[src/rtl/jk_ff_bank_if.sv]
// Signal bundle for jk_ff_bank: update controls, per-bit inputs and registered outputs.
// The master modport drives the controls; the slave modport is the flip-flop bank.
interface jk_ff_bank_if #(
    parameter int WIDTH = 8,
    parameter int CNT_W = 8
);
    logic             en;
    logic [1:0]       mode;
    logic [WIDTH-1:0] j;
    logic [WIDTH-1:0] k;
    logic             ld;
    logic [WIDTH-1:0] d_ld;
    logic [WIDTH-1:0] q1;
    logic [WIDTH-1:0] q2;
    logic [WIDTH-1:0] chg;
    logic [CNT_W-1:0] chg_cnt;

    modport master (
        output en, mode, j, k, ld, d_ld,
        input  q1, q2, chg, chg_cnt
    );

    modport slave (
        input  en, mode, j, k, ld, d_ld,
        output q1, q2, chg, chg_cnt
    );
endinterface

[src/rtl/jk_ff_bank.sv]
// Bank of WIDTH JK flip-flops with JK/D/T/hold modes, parallel load and per-bit change strobes.
// Define JK_FF_BANK_CHG_CNT_EN to build the saturating change-event counter; otherwise chg_cnt is 0.
module jk_ff_bank #(
    parameter int               WIDTH   = 8,
    parameter int               CNT_W   = 8,
    parameter logic [WIDTH-1:0] RST_VAL = {WIDTH{1'b0}}
) (
    input  logic          clk,
    input  logic          rst,
    jk_ff_bank_if.slave   bus
);
    localparam logic [1:0] MODE_JK   = 2'b00;
    localparam logic [1:0] MODE_D    = 2'b01;
    localparam logic [1:0] MODE_T    = 2'b10;
    localparam logic [1:0] MODE_HOLD = 2'b11;

    logic [WIDTH-1:0] q1_q;
    logic [WIDTH-1:0] q1_next;
    logic [WIDTH-1:0] chg_q;
    logic [WIDTH-1:0] diff;

    // NOTE: q1_next is defaulted to the current state before any branch, so every
    // path assigns it and no latch is inferred.
    always_comb begin
        q1_next = q1_q;
        if (bus.ld) begin
            q1_next = bus.d_ld;
        end else if (bus.en) begin
            case (bus.mode)
                MODE_JK:   q1_next = (bus.j & ~q1_q) | (~bus.k & q1_q);
                MODE_D:    q1_next = bus.j;
                MODE_T:    q1_next = q1_q ^ bus.j;
                MODE_HOLD: q1_next = q1_q;
                default:   q1_next = q1_q;
            endcase
        end
    end

    assign diff = q1_next ^ q1_q;

    // NOTE: state registers use non-blocking assignments so every flop samples
    // pre-edge values regardless of block ordering.
    always_ff @(posedge clk or posedge rst) begin
        if (rst) begin
            q1_q  <= RST_VAL;
            chg_q <= '0;
        end else begin
            q1_q  <= q1_next;
            chg_q <= diff;
        end
    end

`ifdef JK_FF_BANK_CHG_CNT_EN
    logic [CNT_W-1:0] cnt_q;

    // Saturates at all-ones; only reset clears it.
    always_ff @(posedge clk or posedge rst) begin
        if (rst) begin
            cnt_q <= '0;
        end else if ((|diff) && (cnt_q != {CNT_W{1'b1}})) begin
            cnt_q <= cnt_q + CNT_W'(1);
        end
    end

    assign bus.chg_cnt = cnt_q;
`else
    assign bus.chg_cnt = '0;
`endif

    assign bus.q1  = q1_q;
    assign bus.q2  = ~q1_q;
    assign bus.chg = chg_q;
endmodule
[src/flat_wrapper.sv]
// flat-port wrapper written by rule: the top's interface ports become plain ports
module jk_ff_bank_flat 
#(
    parameter int               WIDTH   = 8,
    parameter int               CNT_W   = 8,
    parameter logic [WIDTH-1:0] RST_VAL = {WIDTH{1'b0}}
)
  (clk, rst, bus_en, bus_mode, bus_j, bus_k, bus_ld, bus_d_ld, bus_q1, bus_q2, bus_chg, bus_chg_cnt);
  jk_ff_bank_if #(.WIDTH(WIDTH), .CNT_W(CNT_W)) bus_i ();
  input  logic clk;
  input  logic rst;
  input wire logic [$bits(bus_i.en)-1:0] bus_en;
  input wire logic [$bits(bus_i.mode)-1:0] bus_mode;
  input wire logic [$bits(bus_i.j)-1:0] bus_j;
  input wire logic [$bits(bus_i.k)-1:0] bus_k;
  input wire logic [$bits(bus_i.ld)-1:0] bus_ld;
  input wire logic [$bits(bus_i.d_ld)-1:0] bus_d_ld;
  output wire logic [$bits(bus_i.q1)-1:0] bus_q1;
  output wire logic [$bits(bus_i.q2)-1:0] bus_q2;
  output wire logic [$bits(bus_i.chg)-1:0] bus_chg;
  output wire logic [$bits(bus_i.chg_cnt)-1:0] bus_chg_cnt;
  assign bus_i.en = bus_en;
  assign bus_i.mode = bus_mode;
  assign bus_i.j = bus_j;
  assign bus_i.k = bus_k;
  assign bus_i.ld = bus_ld;
  assign bus_i.d_ld = bus_d_ld;
  assign bus_q1 = bus_i.q1;
  assign bus_q2 = bus_i.q2;
  assign bus_chg = bus_i.chg;
  assign bus_chg_cnt = bus_i.chg_cnt;
  jk_ff_bank #(.WIDTH(WIDTH), .CNT_W(CNT_W), .RST_VAL(RST_VAL)) u_core (.clk(clk), .rst(rst), .bus(bus_i));
endmodule
[config.mk]
export PLATFORM = sky130hd
export DESIGN_NAME = jk_ff_bank_flat
export DESIGN_NICKNAME = d
export VERILOG_FILES = /design/src/rtl/jk_ff_bank_if.sv /design/src/rtl/jk_ff_bank.sv /design/src/flat_wrapper.sv
export SDC_FILE = /design/constraint.sdc
export NUM_CORES = 1
export LEC_CHECK = 0
export CAP_MARGIN = 15
export CORE_ASPECT_RATIO = 0.75
export CORE_MARGIN = 4
export CORE_UTILIZATION = 32
export DETAILED_ROUTE_END_ITERATION = 7
export GPL_TIMING_DRIVEN = 0
export PLACE_DENSITY = 0.8
export SKIP_LAST_GASP = 1
export SYNTH_ARGS = -nofsm -noshare
export SYNTH_HDL_FRONTEND = slang
export SYNTH_SLANG_ARGS = --single-unit
export TNS_END_PERCENT = 30
[constraint.sdc]
create_clock -name clk -period 1.3 [get_ports clk]
set_clock_uncertainty 0.2 [all_clocks]
set_input_delay 0.195 -clock clk [delete_from_list [all_inputs] [get_ports clk]]
set_output_delay 0.195 -clock clk [all_outputs]
set_load 0.02 [all_outputs]
**After elaboration in Yosys (flattened, before gate mapping)**

Cells that the tools add are included.

- Flip-flop bits (word level): 16
- Bits of input ports: 30
- Output and inout bits: 32
- Word-level logic and storage cells: 16

- Eq/ne operators: 3
- Mux-type cells: 3
- Bitwise gates (word level): 7
- Reductions and logical operators: 1

Operators by type and width:

| cell | count |
|---|---|
| 8-bit case mux with 4 select lines | 1 |
| 8-bit AND | 2 |
| 8-bit two-way mux | 2 |
| 8-bit inverter | 2 |
| 8-bit bitwise XOR | 2 |
| 8-bit bitwise OR | 1 |
| 2-bit equality test (second input constant) | 2 |
| 2-bit by 1-bit equality test with 1-bit output (second input constant) | 1 |
| 2-bit zero test | 1 |

**Longest topological paths before layout**

- Word-level depth: 7
- Gate-level depth with buffers: 6
- Gate-level depth less buffers: 4

**Least setup slack after synthesis**

No wires, ideal clock.

- Path kind: flip-flop to flip-flop
- From: register u_core.q1_q[0], in the netlist u_core.bus.q1[0]
- To: register u_core.q1_q[0], in the netlist u_core.bus.q1[0]
- Setup time: 124 ps
- Data arrival time: 1252 ps
- Required time: 976 ps
- Setup slack: -276 ps
- Cell stages (with the launch flop): 5
- Buffers on the path: 0
- Clock period less this slack: 1576 ps
- Path through: dfrtp_1 -> inv_1 -> nor3_1 -> nor4_1 -> a211o_1

- Longest elaborated chain between the ends: 6
- Elaborated cells between the ends (all ways): 8
- Those cells by class: mux: 3; bitwise: 5

RTL lines:

| item | RTL line | text |
|---|---|---|
| from (decl) | jk_ff_bank.sv:17 | `logic [WIDTH-1:0] q1_q;` |
| from (signal assigned) | jk_ff_bank.sv:48 | `q1_q <= q1_next;` |
| 8-bit inverter | n/a |  |
| named net bus_q2[0] | flat_wrapper.sv:19 | `output wire logic [$bits(bus_i.q2)-1:0] bus_q2;` |
| 8-bit AND | jk_ff_bank.sv:30 | `MODE_JK: q1_next = (bus.j & ~q1_q) \| (~bus.k & q1_q);` |
| 8-bit bitwise OR | jk_ff_bank.sv:30 |  |
| 8-bit case mux with 4 select lines | jk_ff_bank.sv:29 | `case (bus.mode)` |
| 8-bit two-way mux | jk_ff_bank.sv:28 | `end else if (bus.en) begin` |
| 8-bit two-way mux | jk_ff_bank.sv:26 | `if (bus.ld) begin` |
| named net u_core.q1_next[0] | jk_ff_bank.sv:18 | `logic [WIDTH-1:0] q1_next;` |

The timed path passes the listed nets, and every way through them passes these cells.

**Final worst setup path**

- From: register u_core.q1_q[7], in the netlist u_core.bus.q1[7]
- To: register u_core.q1_q[7], in the netlist u_core.bus.q1[7]

- Longest elaborated chain between the ends: 6
- Elaborated cells between the ends (all ways): 8
- Those cells by class: mux: 3; bitwise: 5

RTL lines:

| item | RTL line |
|---|---|
| 8-bit inverter | jk_ff_bank.sv:30 |
| 8-bit AND | jk_ff_bank.sv:30 |
| 8-bit bitwise OR | jk_ff_bank.sv:30 |
| 8-bit case mux with 4 select lines | jk_ff_bank.sv:29 |
| 8-bit two-way mux * | jk_ff_bank.sv:28 |
| 8-bit two-way mux * | jk_ff_bank.sv:26 |
| named net u_core.q1_next[7] | jk_ff_bank.sv:18 |

The timed path passes the listed nets; every way through them passes the cells marked *.

==> run metrics <==
horizontal extent of the die 79.2 um; count of standard-cell rows 19; outcome complete, but fails checks; Leak Pwr 0.965 nW; CTS tree yes; highest fanout seen on the critical path 4; multi-input gate area in the final layout a little over 800 sq um; area share of the largest cell type after synthesis between 30% and 40%; combined area of all synthesized cells 1220 sq um; element type at the critical path start register; commonest cells after routing, fill and taps aside sky130_fd_sc_hd__buf_4 (23), sky130_fd_sc_hd__dlygate4sd2_1 (16), sky130_fd_sc_hd__clkdlybuf4s50_1 (14); area of the die 4870 sq um; Reg area around 410 sq um; area fraction in and, or, nand and nor cells after synthesis 20.1%; half-perimeter wire length of the detailed placement result 2.91 mm; final-report hold violation count 0; TritonCTS buffer count 3; category of the critical setup timing path register to register; final count of negative-setup-slack endpoints 16; Initial DRT Pass Iterations 4; Crit Reg-Reg Endpoint u_core.bus.q1[7]$_DFF_PP0_; number of antenna diodes 0; number of synthesized register bits 16; number of antenna-violating nets in the routed design 0; final worst-path setup slack -85.4 ps; master cell of the clock root buffer sky130_fd_sc_hd__clkbuf_8; nature of the critical path endpoint register; fraction of layout cells with a size suffix above 1 roughly 39%; slew at the pin closest to its max-slew limit just over 600 ps; DRC viols 0; cells after synthesis 149; IO Port Bufs 52; CTS HTree Levels 1; antenna violations before repair 0; CP Launch Point u_core.bus.q1[7]$_DFF_PP0_; VDD IR-drop max 0.435 mV; all-layer global routing usage between 10% and 20%; Finished Layout Cells approximately 280; maximum number of pins on one net before global-route repair 17; combinational cell fraction of total power 44.3%; count of fill cells added during filler insertion 344; xor-xnor portion of the synthesized cell area roughly 2.2%; compound-cell area share of the yosys netlist between 20% and 30%; setup repair after global routing missed its margin yes; height of the die between 60 and 70 um; number of max-cap violations 0; count of boundary I/O pins 62; Synth cell types 35; number of sinks on the clock net 16; signed area change from the synthesized netlist to the final layout 71.2%; internal power of the cells 1.15 mW; commonest non-fill, non-tap cell in the layout sky130_fd_sc_hd__buf_4; routability congestion estimate from global placement about 0.8; Syn. warnings 0; total number of vias 1423; met3 usage 5.70%; top area cells in the synthesized netlist sky130_fd_sc_hd__dfrtp_1 (33%), sky130_fd_sc_hd__nor3_1 (5.8%), sky130_fd_sc_hd__buf_4 (4.9%); wire length per cell after detailed routing around 15 um; routing usage on met2 about a quarter; grt met1 use between 20% and 30%; Overflow after GRT 0; Final period util 107%; fin util a little under three fifths; first-pass GRT wire length approximately 6.4 mm; number of global-route vias before repair 1333; cell accounting for the most synthesized area sky130_fd_sc_hd__dfrtp_1; Initial Utilization 33.3%; maximum clock frequency ~0.72 GHz; Clk pin slew, worst setup/hold paths 70 ps; net switching share of the total power 36.6%; failing checks setup timing; proportion of synthesized chip area in sequential cells 32.9%; core outline area 3660 sq um; post-synthesis adder-cell area fraction 0%; Post-layout nets 254; depth of the worst register-to-register path 5; post-layout power 1.81 mW; R2R setup slack -90 ps; Reg power frac 34.0%; worst min-delay path class primary input to async pin; clock latency reported for the late side of the worst-skew pair 250 ps; violation count after the first detailed-route iteration 105; min cycle time layout between 1000 and 1500 ps; Worst Hold Margin 113 ps; Total Negative Setup Slacks -467 ps; most heavily used metal layer in global routing met2; buffer levels on the longest clock path 2; portion of netlist area occupied by mux cells approximately 3.3%; Post-Route WL between 4 and 5 mm; total net switching power 663 uW; clock network fraction of design power between 20% and 30%; launch point of the worst reg-to-reg path u_core.bus.q1[7]$_DFF_PP0_; total power density per cell area about 870 nW/um^2; final slew viol count 0; post-detailed-route via-to-cell ratio 5.17; dpl cells 260; worst endpoint required time 1240 ps; dominant combinational cell family by area after synthesis compound AO/OA/AOI/OAI gates; relative slew slack between 50% and 60%; worst setup path end u_core.bus.q1[7]$_DFF_PP0_; per-instance average area after synthesis roughly 8 sq um; arrival time reported for the critical path endpoint 1330 ps
[power groups by stage]
stage / clock network, mW / registers, mW / logic [mW]
finish: 0.393 / 0.616 / 0.804
global route: 0.412 / 0.627 / 0.863
CTS: 0.395 / 0.616 / 0.780
detailed placement: 0 / 0.638 / 0.754
global placement: 0 / 0.637 / 0.741
floorplan: 0 / 0.711 / 0.328
[worst max-delay path: stages (launching register included)]
cell and delay (ps):
sky130_fd_sc_hd__dfrtp_2 430, sky130_fd_sc_hd__buf_6 130, sky130_fd_sc_hd__nand2_2 50, sky130_fd_sc_hd__o22ai_2 120, sky130_fd_sc_hd__a21oi_2 70, sky130_fd_sc_hd__o31a_1 270
[layer usage]
metal | part of all wire (%) | wire [um] | up-vias
met5 | 0 | 0 | -
met4 | 0.87 | 36 | 0
met3 | 7.8 | 323 | 6
met2 | 47 | 1970 | 64
met1 | 44 | 1830 | 668
li1 | - | - | 685
[cell type report]
type	instances	share of cell area, %
multi-input cells	111	38.7
well taps	52	3.12
plain buffers	16	6.84
flip-flops and latches	16	19.6
repair buffers	64	26.8
inverters	12	2.76
clock buffers	4	2.16
[per-stage QoR]
| step | instance area (sq um) | worst slack (ps) |
|---|---|---|
| floorplan | 1300 | -63.7 |
| global placement | 1890 | -717 |
| detailed placement | 1890 | -742 |
| CTS | 2040 | -79.6 |
| global route | 2080 | -110 |
| finish | 2080 | -85.4 |
[sequential cells by signal, indices dropped and copies added, names as in the netlist]
name            cells
u_core.bus.chg      8
u_core.bus.q1       8
[worst min-delay path by stage]
stage	from	end	slack (ps)	depth (start not counted)
after global placement	u_core.bus.q1[0]$_DFF_PP0_	u_core.bus.chg[0]$_DFF_PP0_	340	1
after detailed placement	u_core.bus.q1[2]$_DFF_PP0_	u_core.bus.chg[2]$_DFF_PP0_	360	1
after floorplan	rst	u_core.bus.chg[0]$_DFF_PP0_	-90	1
after global routing	rst	u_core.bus.chg[0]$_DFF_PP0_	200	2
final	rst	u_core.bus.chg[3]$_DFF_PP0_	110	2
after CTS	rst	u_core.bus.chg[0]$_DFF_PP0_	150	2
[cells in the mapped netlist]
master and n:
sky130_fd_sc_hd__o211ai_1 1, sky130_fd_sc_hd__buf_8 1, sky130_fd_sc_hd__a21oi_1 9, sky130_fd_sc_hd__a211o_1 5
sky130_fd_sc_hd__nor4_1 4, sky130_fd_sc_hd__buf_4 8, sky130_fd_sc_hd__nand2_2 1, sky130_fd_sc_hd__inv_2 1
sky130_fd_sc_hd__a221oi_1 4, sky130_fd_sc_hd__a31oi_1 8, sky130_fd_sc_hd__xor2_1 3, sky130_fd_sc_hd__o31a_1 3
sky130_fd_sc_hd__conb_1 1, sky130_fd_sc_hd__a211oi_2 1, sky130_fd_sc_hd__or3_1 1, sky130_fd_sc_hd__buf_6 1
sky130_fd_sc_hd__or2_0 1, sky130_fd_sc_hd__o32ai_1 2, sky130_fd_sc_hd__nor2_1 6, sky130_fd_sc_hd__nand2_1 9
sky130_fd_sc_hd__inv_1 11, sky130_fd_sc_hd__o31ai_1 4, sky130_fd_sc_hd__a211oi_1 3, sky130_fd_sc_hd__nor3_1 14
sky130_fd_sc_hd__nand2b_1 9, sky130_fd_sc_hd__mux2i_1 4, sky130_fd_sc_hd__o21ai_1 2, sky130_fd_sc_hd__clkbuf_1 5
sky130_fd_sc_hd__buf_2 2, sky130_fd_sc_hd__o22ai_1 3, sky130_fd_sc_hd__o32a_1 1, sky130_fd_sc_hd__nor2b_1 3
sky130_fd_sc_hd__o21ai_0 1, sky130_fd_sc_hd__a21o_1 1, sky130_fd_sc_hd__dfrtp_1 16
[logic make-up (layout without fill, tap and decap cells)]
| kind of cell | count (synthesis) | in the layout |
|---|---|---|
| AND/OR/NAND/NOR | 48 | 48 |
| buffers and inverters | 29 | 96 |
| AO/OA/AOI/OAI | 48 | 48 |
| multiplexers | 4 | 4 |
| flip-flops | 16 | 16 |
| XOR/XNOR | 3 | 3 |
| other | 1 | 8 |
[timing repair]
action | CTS | global route
setup endpoints to repair | 40 | 37
hold buffers | 0 | 0
pin swaps | 5 | 11
cloned | 0 | 0
buffers inserted | 11 | 1
resized for setup | 107 | 19
Power figures use the tool's default switching activity.
